$ cat src/rtl/uart_rx.sv
// 8N1 UART receiver: two-flop synchroniser, mid-bit sampling, one-cycle valid /
// framing-error pulses, and break hold-off until the line returns idle-high.
module uart_rx #(
    parameter int CLK_FREQ_HZ = 50_000_000,
    parameter int BAUD_RATE   = 115_200
) (
    input  logic       clk,
    input  logic       rst_n,
    input  logic       rx,
    output logic [7:0] rx_data,
    output logic       rx_valid,
    output logic       frame_err,
    output logic       busy
);

    localparam int CLKS_PER_BIT = CLK_FREQ_HZ / BAUD_RATE;
    localparam int HALF_BIT     = CLKS_PER_BIT / 2;
    localparam int CNT_W        = $clog2(CLKS_PER_BIT);

    localparam logic [CNT_W-1:0] BIT_TERM  = CNT_W'(CLKS_PER_BIT - 1);
    localparam logic [CNT_W-1:0] HALF_TERM = CNT_W'(HALF_BIT - 1);

    if (CLKS_PER_BIT < 4) begin : g_rate_check
        $error("uart_rx: CLKS_PER_BIT must be at least 4");
    end

    typedef enum logic [2:0] {
        S_IDLE,
        S_START,
        S_DATA,
        S_STOP,
        S_BREAK
    } state_t;

    state_t           state_q, state_d;
    logic             rx_s1_q, rx_sync_q;
    logic [CNT_W-1:0] cnt_q, cnt_d;
    logic [2:0]       bit_idx_q, bit_idx_d;
    logic [7:0]       shift_q, shift_d;
    logic [7:0]       data_q, data_d;
    logic             valid_q, valid_d;
    logic             ferr_q, ferr_d;
    logic             busy_q;

    always_ff @(posedge clk or negedge rst_n) begin
        if (!rst_n) begin
            rx_s1_q   <= 1'b1;
            rx_sync_q <= 1'b1;
            state_q   <= S_IDLE;
            cnt_q     <= '0;
            bit_idx_q <= '0;
            shift_q   <= '0;
            data_q    <= '0;
            valid_q   <= 1'b0;
            ferr_q    <= 1'b0;
            busy_q    <= 1'b0;
        end else begin
            rx_s1_q   <= rx;
            rx_sync_q <= rx_s1_q;
            state_q   <= state_d;
            cnt_q     <= cnt_d;
            bit_idx_q <= bit_idx_d;
            shift_q   <= shift_d;
            data_q    <= data_d;
            valid_q   <= valid_d;
            ferr_q    <= ferr_d;
            // Lags the state by one cycle so busy still covers the valid pulse.
            busy_q    <= (state_q != S_IDLE);
        end
    end

    always_comb begin
        state_d   = state_q;
        cnt_d     = cnt_q + 1'b1;
        bit_idx_d = bit_idx_q;
        shift_d   = shift_q;
        data_d    = data_q;
        valid_d   = 1'b0;
        ferr_d    = 1'b0;
        case (state_q)
            S_IDLE: begin
                cnt_d = '0;
                if (!rx_sync_q) state_d = S_START;
            end
            S_START: begin
                if (cnt_q == HALF_TERM) begin
                    cnt_d = '0;
                    if (!rx_sync_q) begin
                        state_d   = S_DATA;
                        bit_idx_d = '0;
                    end else begin
                        state_d = S_IDLE;
                    end
                end
            end
            S_DATA: begin
                if (cnt_q == BIT_TERM) begin
                    cnt_d     = '0;
                    shift_d   = {rx_sync_q, shift_q[7:1]};
                    bit_idx_d = bit_idx_q + 3'd1;
                    if (bit_idx_q == 3'd7) state_d = S_STOP;
                end
            end
            S_STOP: begin
                if (cnt_q == BIT_TERM) begin
                    cnt_d = '0;
                    if (rx_sync_q) begin
                        data_d  = shift_q;
                        valid_d = 1'b1;
                        state_d = S_IDLE;
                    end else begin
                        ferr_d  = 1'b1;
                        state_d = S_BREAK;
                    end
                end
            end
            S_BREAK: begin
                // Only a return to idle-high re-arms start detection.
                cnt_d = '0;
                if (rx_sync_q) state_d = S_IDLE;
            end
            default: begin
                cnt_d   = '0;
                state_d = S_IDLE;
            end
        endcase
    end

    assign rx_data   = data_q;
    assign rx_valid  = valid_q;
    assign frame_err = ferr_q;
    assign busy      = busy_q;

endmodule

$ cat config.mk
export PLATFORM = sky130hd
export DESIGN_NAME = uart_rx
export DESIGN_NICKNAME = d
export VERILOG_FILES = /design/src/rtl/uart_rx.sv
export SDC_FILE = /design/constraint.sdc
export NUM_CORES = 1
export LEC_CHECK = 0
export BUFFER_PORTS_ARGS = -buffer_cell sky130_fd_sc_hd__buf_2
export CORE_ASPECT_RATIO = 1.25
export CORE_MARGIN = 1
export CORE_UTILIZATION = 65
export CTS_BUF_LIST = sky130_fd_sc_hd__clkbuf_4 sky130_fd_sc_hd__clkbuf_8
export DETAILED_ROUTE_END_ITERATION = 7
export PLACE_DENSITY = 0.86
export SLEW_MARGIN = 20
export SYNTH_ARGS = -nofsm -noshare
export SYNTH_HDL_FRONTEND = slang
export SYNTH_SLANG_ARGS = --single-unit
$ cat constraint.sdc
create_clock -name clk -period 5.9 [get_ports clk]
set_input_delay 1.18 -clock clk [delete_from_list [all_inputs] [get_ports clk]]
set_output_delay 1.18 -clock clk [all_outputs]
set_load 0.02 [all_outputs]
-- Yosys cells after proc, flatten, opt, wreduce, memory -nomap -nowiden
Index checks and enable logic that the tools add are counted.
- reduce and logical (&&, ||, !) cells: 8
- $add $sub $neg: 2
- eq/ne operators: 14
- muxes and demuxes: 22
- operator list (operator ; number):
    3-bit 2-to-1 mux ; 10
    9-bit 2-to-1 mux ; 2
    9-bit case mux with 2 select lines ; 1
    3-bit case mux with 5 select lines ; 1
    2-bit != test, second input constant ; 7
    9-bit by 1-bit adder with 9-bit output, second input constant ; 1
    9-bit by 8-bit equality test with 1-bit output, second input constant ; 1
    9-bit equality test, second input constant ; 1
    3-bit by 2-bit equality test with 1-bit output, second input constant ; 2
    3-bit equality test, second input constant ; 2
    1-bit 2-to-1 mux ; 6
    3-bit case mux with 2 select lines ; 1
    6-bit AND reduction ; 1
    4-bit AND reduction ; 1
    3-bit by 1-bit adder with 3-bit output, second input constant ; 1
    3-bit by 1-bit equality test with 1-bit output, second input constant ; 1
    3-bit zero test ; 1
    3-bit AND reduction ; 1
    3-bit nonzero test ; 1
    2-bit 2-to-1 mux ; 1
    2-bit AND reduction ; 1
    2-bit nonzero test ; 1
    2-bit OR reduction ; 1
- input bits: 3
- logic and storage cells: 56
- output and inout bits: 11
- register bits after elaboration: 36

-- Depth between registers and ports, before layout
Gate-level depths: netlist (run 1).
- word-level depth: 4
- mapped depth: 8
- gate-level depth less buffers: 6

-- Worst setup path after synthesis (run 1)
No wires, ideal clock.
- path type: reg-to-reg
- start: register cnt_q[1]
- end: register data_q[0], in the netlist rx_data[0]
- period minus slack after synthesis: 1.862 ns
- data arrival time: 1.737 ns
- cell stages (with the launch flop): 9
- setup slack: 4.038 ns
- data required time: 5.775 ns
- path buffers: 2
- setup time: 0.125 ns
- cells stage by stage: dfrtp_1 -> inv_1 -> ha_1 -> and4bb_4 -> and3_4 -> buf_6 -> and4_4 -> buf_6 -> mux2_4
- longest elaborated chain between the ends: 2
- ends and longest elaborated chain (item ; line ; text):
    start, declared ; 37 ; logic [CNT_W-1:0] cnt_q, cnt_d;
    start signal, assigned ; 61 ; cnt_q <= cnt_d;
    9-bit equality test ; 105 ; if (cnt_q == BIT_TERM) begin
    3-bit AND reduction (no source line) ; - ;
    end signal, assigned ; 64 ; data_q <= data_d;
    end, declared ; 40 ; logic [7:0] data_q, data_d;
No other way between the ends.
A chain may end at the register's enable or synchronous reset.

-- Worst setup path in the final report (run 1)
- start: register data_q[2], in the netlist rx_data[2]
- end: output port rx_data[2]
- RTL lines (item ; line ; text):
    end, declared ; 10 ; output logic [7:0] rx_data,
No word-level cell between the ends.

==> impl_metrics.toml, run 1 <==
[finish]
drive_gt1_frac = 0.273
finalNonFillerCells = 174
fill_cells = 146
diodes = 0
final_nets = 150
final_cell_mix = "dfrtp_1, nor2_1, buf_2, mux2_4, clkbuf_4"
final_common_cell = "dfrtp_1"
areaGrowthSynthToFinish_pct = 8.42

[clock_network]
clk_latency_ns = 0.33
cts_inserted_buffers = 5
cts_setup_buffers = 0
cts.path.max_buffers = 2
cts_resized = 0
cts_tree = "built"
cts.clk_slew.worst_paths_ns = 0.10
cts-root-buf = "clkbuf_4"
numClockSinks = 36
cts_hold_buf = 0
cts_max_level = 2

[setup_path]
startpoint = "rx_data[2]"
cp-end-kind = "output port"
cp.arrival_ns = 0.90
path_depth = 1
crit_family = "flip-flops"
start_kind = "register"
crit_buf_inv = 1
worst-path-max-fanout = 2
timing.rr.start = "cnt_q[0]"
slowest_delay_ns = 0.41
crit_chain = "buf_2"
ff2ff_path_depth = 6
cp_slowest_cell = "dfrtp_1"
critPathKind = "reg -> out"
crit_required_ns = 4.72

[run]
cap_violations = 0

[synth]
yosysWarnings = 0
synth-seq-cells = 36
avgSynthCellArea_um2 = 12.7
synth_edf_count = 0
seq_area_frac_synth = 0.558
syn-num-nets = 135
synth.distinct_cells = 36
syn_inst = 127
syn_area_mm2 = 0.00162
synthArstFlopShare = 1.00
ys.flop_type = "dfrtp_1"

[timing]
maxSlewHeadroom = 0.489
finalSetupTns_ns = 0
worstMarginPinSlew_ns = 0.766
finalCriticalPeriod_ns = 2.08
hold_viol_final = 0
max_freq_ghz = 0.480
rsz0062_at_grt = "false"
hold-worst-slack_ns = 0.352
fin_worst_skew_ns = 0.00839
timing.final.setup_violations = 0
slew_violations = 0
period_share = 0.353

[drt]
vias = 988
ant_nets = 0
drc = 0
routed_wl_um = 2580
routedWlPerCell_um = 14.8
avgViaCountPerCell = 5.68
drt_iter0_drc = 21
first_pass_iters = 4

[power]
power_frac_clock = 0.361
seq_power_share = 0.625
p_comb_frac = 0.014
sw_frac_of_total = 0.204
ir_drop_mv = 0.233
intPower_w = 0.000317
pwr_density_cell_mw_per_mm2 = 227
p_leak_nw = 0.888
switchingPower_w = 0.0000812

[place]
numPortBuffers = 13
place_hpwl_um = 1810
gp_congestion = 0.863
dp.cells = 166

[global_routing]
overflow = 0
grt.total_usage = 0.234
grt_max_degree = 37
first_global_vias = 1024
grt_pass1_wl_um = 4440
antenna_found_initial = 0

[die]
dieArea_mm2 = 0.00270
io_pins = 14
die_y_um = 57.8
initial_utilization = 0.709
die_w_um = 46.6
coreArea_mm2 = 0.00228
row_count = 19

[run_status]
status = "complete, no violations"

[worst_hold_path]
hold_path.class = "reg -> reg"
min-delay-start = "rx_s1_q"
hold-path-cell-count = 0
==> state kept, by name, indices dropped and copies added (netlist names) <==
| name | flops |
|---|---|
| frame_err | 1 |
| cnt_q | 9 |
| state_q | 3 |
| busy | 1 |
| rx_valid | 1 |
| rx_s1_q | 1 |
| rx_sync_q | 1 |
| rx_data | 8 |
| bit_idx_q | 3 |
| shift_q | 8 |
==> routing by layer <==
| layer | track usage | wire length, um | part of all wire |
|---|---|---|---|
| met5 | 0 | 0 | 0 |
| met4 | 0.0776 | 21 | 0.0082 |
| met3 | 0.0872 | 84 | 0.033 |
| met2 | 0.351 | 1300 | 0.51 |
| met1 | 0.311 | 1170 | 0.45 |
==> area by class of cell <==
cell class | instances | area, um2 | area share
Tap cell | 31 | 38.8 | 0.0221
Clock buffer | 8 | 66.3 | 0.0378
Sequential cell | 36 | 903 | 0.515
Inverter | 3 | 11.3 | 0.00641
Multi-Input combinational cell | 83 | 671 | 0.382
Timing Repair Buffer | 13 | 65.1 | 0.0371
==> power groups by stage <==
stage	Clock, W	Sequential [W]	Combinational [W]
floorplan	0	0.000253	0.000000362
global placement	0	0.000253	0.00000541
detailed placement	0	0.000253	0.00000588
CTS	0.000147	0.000249	0.00000585
global route	0.000157	0.000249	0.00000661
finish	0.000144	0.000249	0.00000542
==> cells in the mapped netlist (2+ instances only) <==
master    count  area share
dfrtp_1      34        0.53
nor2_1       17       0.039
mux2_4        8       0.074
xnor2_1       6       0.032
ha_1          5       0.039
mux2_1        5       0.035
nand2_1       5       0.012
nand3_1       5       0.015
clkbuf_1      3      0.0070
inv_1         3      0.0070
mux2_2        3       0.021
nand4_1       3       0.012
a32o_1        2       0.012
and2_1        2      0.0077
buf_6         2       0.014
dfstp_2       2       0.032
nor2b_1       2      0.0077
xor2_1        2       0.011
==> stage by stage <==
step	cell area [um2]	util	power, W	worst slack [ns]
floorplan	1620	-	0.000254	4.04
global placement	1690	0.740	0.000259	4.04
detailed placement	1690	0.740	0.000259	3.94
CTS	1760	0.769	0.000402	3.81
global route	1760	0.769	0.000413	3.72
finish	1760	0.769	0.000398	3.82
==> kinds of logic after synthesis <==
| group | after synthesis | synth area share |
|---|---|---|
| and+or+nand+nor | 45 | 0.161 |
| AOI/OAI and AO/OA | 9 | 0.0417 |
| buffers and inverters | 8 | 0.0278 |
| xor gates and xnor gates | 8 | 0.0433 |
| DFF | 36 | 0.558 |
| adders and majority gates | 5 | 0.0386 |
| muxes | 16 | 0.130 |
==> path summary, 6_finish.rpt <==
check	end	slack, ns
worst max-delay path	rx_data[2]	3.82
worst min-delay path	rx_sync_q	0.35
worst max register to register	cnt_q[2]	3.95
worst min register to register	rx_sync_q	0.35
max in group asynchronous	rx_data[7]	4.51
min in group asynchronous	rx_data[0]	0.91
(Power assumes the default switching activity.)
==> inputs of run 2 (changes only) <==
Settings changed: CORE_UTILIZATION 65 to 61, PLACE_DENSITY 0.86 to 0.81.
Clock period 5.9 ns to 2.1 ns, I/O delays scaled along.
==> impl_metrics.toml, run 2 (synthesis results as in run 1) <==
[setup_path]
slowest_delay_ns = 0.42
startpoint = "cnt_q[1]"
worst-path-max-fanout = 9
crit_chain = "inv_1, ha_1, and4bb_4, and3_4, and4_4, mux2_4"
cp_slowest_cell = "dfrtp_1"
ff2ff_setup_slack_ns = 0.18
ff2ff_path_depth = 6
crit_required_ns = 2.32
start_kind = "register"
critPathKind = "reg -> reg"
cp-end-kind = "register"
timing.rr.start = "cnt_q[1]"
r2r-end = "rx_data[1]"
crit_buf_inv = 1
crit_family = "simple AND/OR/NAND/NOR gates"
cp.arrival_ns = 2.14

[run]
cap_violations = 0

[die]
initial_utilization = 0.654
die_y_um = 59.6
io_pins = 14
row_count = 20
die_w_um = 48.1
coreArea_mm2 = 0.00248
dieArea_mm2 = 0.00287

[finish]
areaGrowthSynthToFinish_pct = 12.2
final_common_cell = "dfrtp_1"
top_register = "cnt_q"
final_nets = 154
fill_cells = 159
drive_gt1_frac = 0.293
diodes = 0
final_cell_mix = "dfrtp_1, nor2_1, buf_2, mux2_4, xnor2_1"
largest_register_ffs = 9

[global_routing]
overflow = 0
first_global_vias = 1071
grt_pass1_wl_um = 4630
grt_max_degree = 37
grt.total_usage = 0.243
antenna_found_initial = 0

[timing]
rsz0062_at_grt = "false"
period_share = 0.916
hold_viol_final = 0
maxSlewHeadroom = 0.483
finalCriticalPeriod_ns = 1.92
worstMarginPinSlew_ns = 0.775
finalSetupTns_ns = 0
fin_worst_skew_ns = 0.00987
max_freq_ghz = 0.520
slew_violations = 0
timing.final.setup_violations = 0

[clock_network]
cts-root-buf = "clkbuf_4"
cts_setup_buffers = 0
cts_tree = "built"
cts_hold_buf = 0
cts_max_level = 2
cts.clk_slew.worst_paths_ns = 0.10
cts.path.max_buffers = 2
cts_resized = 0
cts_inserted_buffers = 5
numClockSinks = 36
clk_latency_ns = 0.34

[place]
gp_congestion = 0.805
place_hpwl_um = 2030
numPortBuffers = 13

[drt]
avgViaCountPerCell = 5.74
drc = 0
drt_iter0_drc = 16
routedWlPerCell_um = 15.5
first_pass_iters = 4
ant_nets = 0
vias = 1033
routed_wl_um = 2790

[power]
power_w = 0.00125
pwr_density_cell_mw_per_mm2 = 688
ir_drop_mv = 0.468
p_leak_nw = 0.921

[worst_hold_path]
hold_path.class = "in -> async"

[run_status]
status = "complete, no violations"
## run 2: changes by cell type in the layout (fill, tap and decap cells not counted)
| cell | delta |
|---|---|
| clkbuf_8 | +1 |
| bufinv_16 | +1 |
| clkbuf_4 | -2 |
| buf_4 | +4 |
## run 2: worst max-delay path by stage
stage | to | slack (ns) | cells past startpoint
finish | rx_data[1] | 0.18 | 6
floorplan | rx_data[0] | 0.24 | 8
global placement | rx_data[6] | 0.28 | 6
detailed placement | rx_data[6] | 0.20 | 6
CTS | rx_data[6] | 0.17 | 6
global route | rx_data[0] | 0.10 | 6
## run 2: power breakdown
part	total, W	switching [W]	internal [W]
registers	0.000699	0.00000223	0.000696
clock network	0.000536	0.000220	0.000316
logic	0.0000153	0.0000133	0.00000194
total	0.00125	0.000235	0.00101
## run 2: layer usage
metal,track usage,vias to the layer above,share of wire
li1,-,480,-
met1,0.244,519,0.39
met2,0.419,23,0.54
met3,0.0884,11,0.036
met4,0.123,0,0.034
met5,0,-,0
## run 2: worst register-to-register path, delay by kind of cell (launching register included)
kind / cells / cell delay (ns)
buffers and inverters: 1 / 0.09
AND/OR/NAND/NOR: 3 / 0.83
flip-flops: 1 / 0.42
adder cells (fa/ha/maj): 1 / 0.16
multiplexers: 1 / 0.32
## run 2: cell type report
type                            instances  area, um2  area share
Sequential cell                        36        903       0.497
Multi-Input combinational cell         83        671       0.369
Timing Repair Buffer                   17       95.1      0.0523
Clock buffer                            7       65.1      0.0358
Tap cell                               33       41.3      0.0227
Clock inverter                          1       30.0      0.0165
Inverter                                3       11.3     0.00620
## run 2: metrics by stage
step / instance area [um2] / hold WS (ns) / utilization / worst slack [ns] / instances
after floorplan: 1620 / 0.124 / - / 0.238 / 127
after global placement: 1720 / 0.346 / 0.695 / 0.284 / 172
after detailed placement: 1720 / 0.348 / 0.695 / 0.203 / 172
after CTS: 1820 / 0.159 / 0.733 / 0.171 / 180
after global routing: 1820 / 0.149 / 0.733 / 0.103 / 180
final: 1820 / 0.150 / 0.733 / 0.176 / 180
==> inputs of run 3 (changes only) <==
Settings changed: SETUP_SLACK_MARGIN from default to 0.3.
==> impl_metrics.toml, run 3 (synthesis results as in run 1) <==
[timing]
fin_worst_skew_ns = 0.00558
worstMarginPinSlew_ns = 0.770
finalCriticalPeriod_ns = 1.78
hold_viol_final = 0
slew_violations = 0
rsz0062_at_grt = "true"
maxSlewHeadroom = 0.487
max_freq_ghz = 0.563
hold-worst-slack_ns = 0.135
finalSetupTns_ns = 0
period_share = 0.846
timing.final.setup_violations = 0

[drt]
routedWlPerCell_um = 15.5
drc = 0
ant_nets = 0
drt_iter0_drc = 23
vias = 1049
routed_wl_um = 2890
first_pass_iters = 4
avgViaCountPerCell = 5.64

[setup_path]
cp-end-kind = "register"
critPathKind = "reg -> reg"
crit_required_ns = 2.34
ff2ff_setup_slack_ns = 0.32
r2r-end = "rx_data[4]"
cp.arrival_ns = 2.01
ff2ff_path_depth = 6
timing.rr.start = "cnt_q[1]"
worst-path-max-fanout = 5
start_kind = "register"

[run_status]
status = "complete, no violations"

[global_routing]
grt_max_degree = 37
gr-usage-met3 = 0.101
gr-usage-met1 = 0.273
overflow = 0
grt.busiest_layer = "met2"
first_global_vias = 1074
antenna_found_initial = 0
grt.total_usage = 0.253
grt_pass1_wl_um = 4770
use_met2 = 0.402

[finish]
final_common_cell = "dfrtp_1"
final_cell_mix = "dfrtp_1, nor2_1, buf_2, mux2_4, buf_4"
drive_gt1_frac = 0.340
final_area_mm2 = 0.00187
top_register = "cnt_q"
diodes = 0
final_nets = 160
fill_cells = 161
largest_register_ffs = 9
finalNonFillerCells = 186
areaGrowthSynthToFinish_pct = 15.7

[place]
dp.cells = 172
numPortBuffers = 13
place_area_mm2 = 0.00172
gp_congestion = 0.764
place_hpwl_um = 1920

[power]
p_leak_nw = 0.950
pwr_density_cell_mw_per_mm2 = 670
ir_drop_mv = 0.765

[clock_network]
numClockSinks = 36
cts.clk_slew.worst_paths_ns = 0.11
cts.path.max_buffers = 2
cts_tree = "built"
cts_inserted_buffers = 5
cts-root-buf = "clkbuf_4"
cts_max_level = 2
clk_latency_ns = 0.35

[run]
cap_violations = 0

[die]
dieArea_mm2 = 0.00287
row_count = 20
io_pins = 14
initial_utilization = 0.654
coreArea_mm2 = 0.00248
die_y_um = 59.6
die_w_um = 48.1

[worst_hold_path]
hold_path.class = "in -> async"
[run 3: cell types whose count changed in the layout (fill, tap and decap cells not counted), sizes merged]
cell / delta
buf: +5
and4: +1
[run 3: stage by stage]
step	utilization	setup WS (ns)	total power, W
6_report	0.756	0.323	0.00125
5_1_grt	0.756	0.290	0.00130
4_1_cts	0.743	0.296	0.00127
3_5_place_dp	0.695	0.226	0.000728
3_3_place_gp	0.695	0.286	0.000727
2_1_floorplan	-	0.243	0.000712
[run 3: where the power goes]
| part | internal, W | leakage [nW] | switching [W] |
|---|---|---|---|
| registers | 0.000696 | 0.476 | 0.00000237 |
| clock network | 0.000316 | 0.0515 | 0.000225 |
| logic | 0.00000194 | 0.423 | 0.0000134 |
[run 3: timing repair]
action / CTS / global route
buffers inserted: 2 / 2
setup endpoints to repair: 8 / 19
gates cloned: 1 / 1
pin swaps: 1 / 3
gates resized for setup: 0 / 4
hold buffers: 0 / 0
[run 3: how the worst max path moves through the flow]
stage                        start    endpoint  slack (ns)  cells past startpoint
final                     cnt_q[1]  rx_data[4]        0.32                      6
after global routing      cnt_q[1]  rx_data[4]        0.29                      6
after CTS                 cnt_q[1]  rx_data[1]        0.30                      6
after detailed placement  cnt_q[1]  rx_data[4]        0.23                      6
after global placement    cnt_q[1]  rx_data[4]        0.29                      6
after floorplan           cnt_q[1]  rx_data[0]        0.24                      8
[run 3: final cells by class]
class,count,area [um2],area share
timing repair buffer,22,130,0.0695
sequential,36,903,0.482
inverter,3,11.3,0.00601
tap,33,41.3,0.0220
clock inverter,1,30.0,0.0160
clock buffer,7,65.1,0.0347
multi-input combinational,84,692,0.369
[run 3: per-layer routing]
| layer | routed length [um] | up-vias |
|---|---|---|
| met1 | 1190 | 518 |
| met2 | 1470 | 29 |
| li1 | - | 493 |
| met3 | 128 | 9 |
| met5 | 0 | - |
| met4 | 108 | 0 |
[run 3: critical path, cell delays in order (launching register included)]
cell	delay [ns]
dfrtp_1	0.40
inv_2	0.06
ha_1	0.14
and4bb_4	0.26
and3_4	0.21
and4_4	0.28
mux2_4	0.32
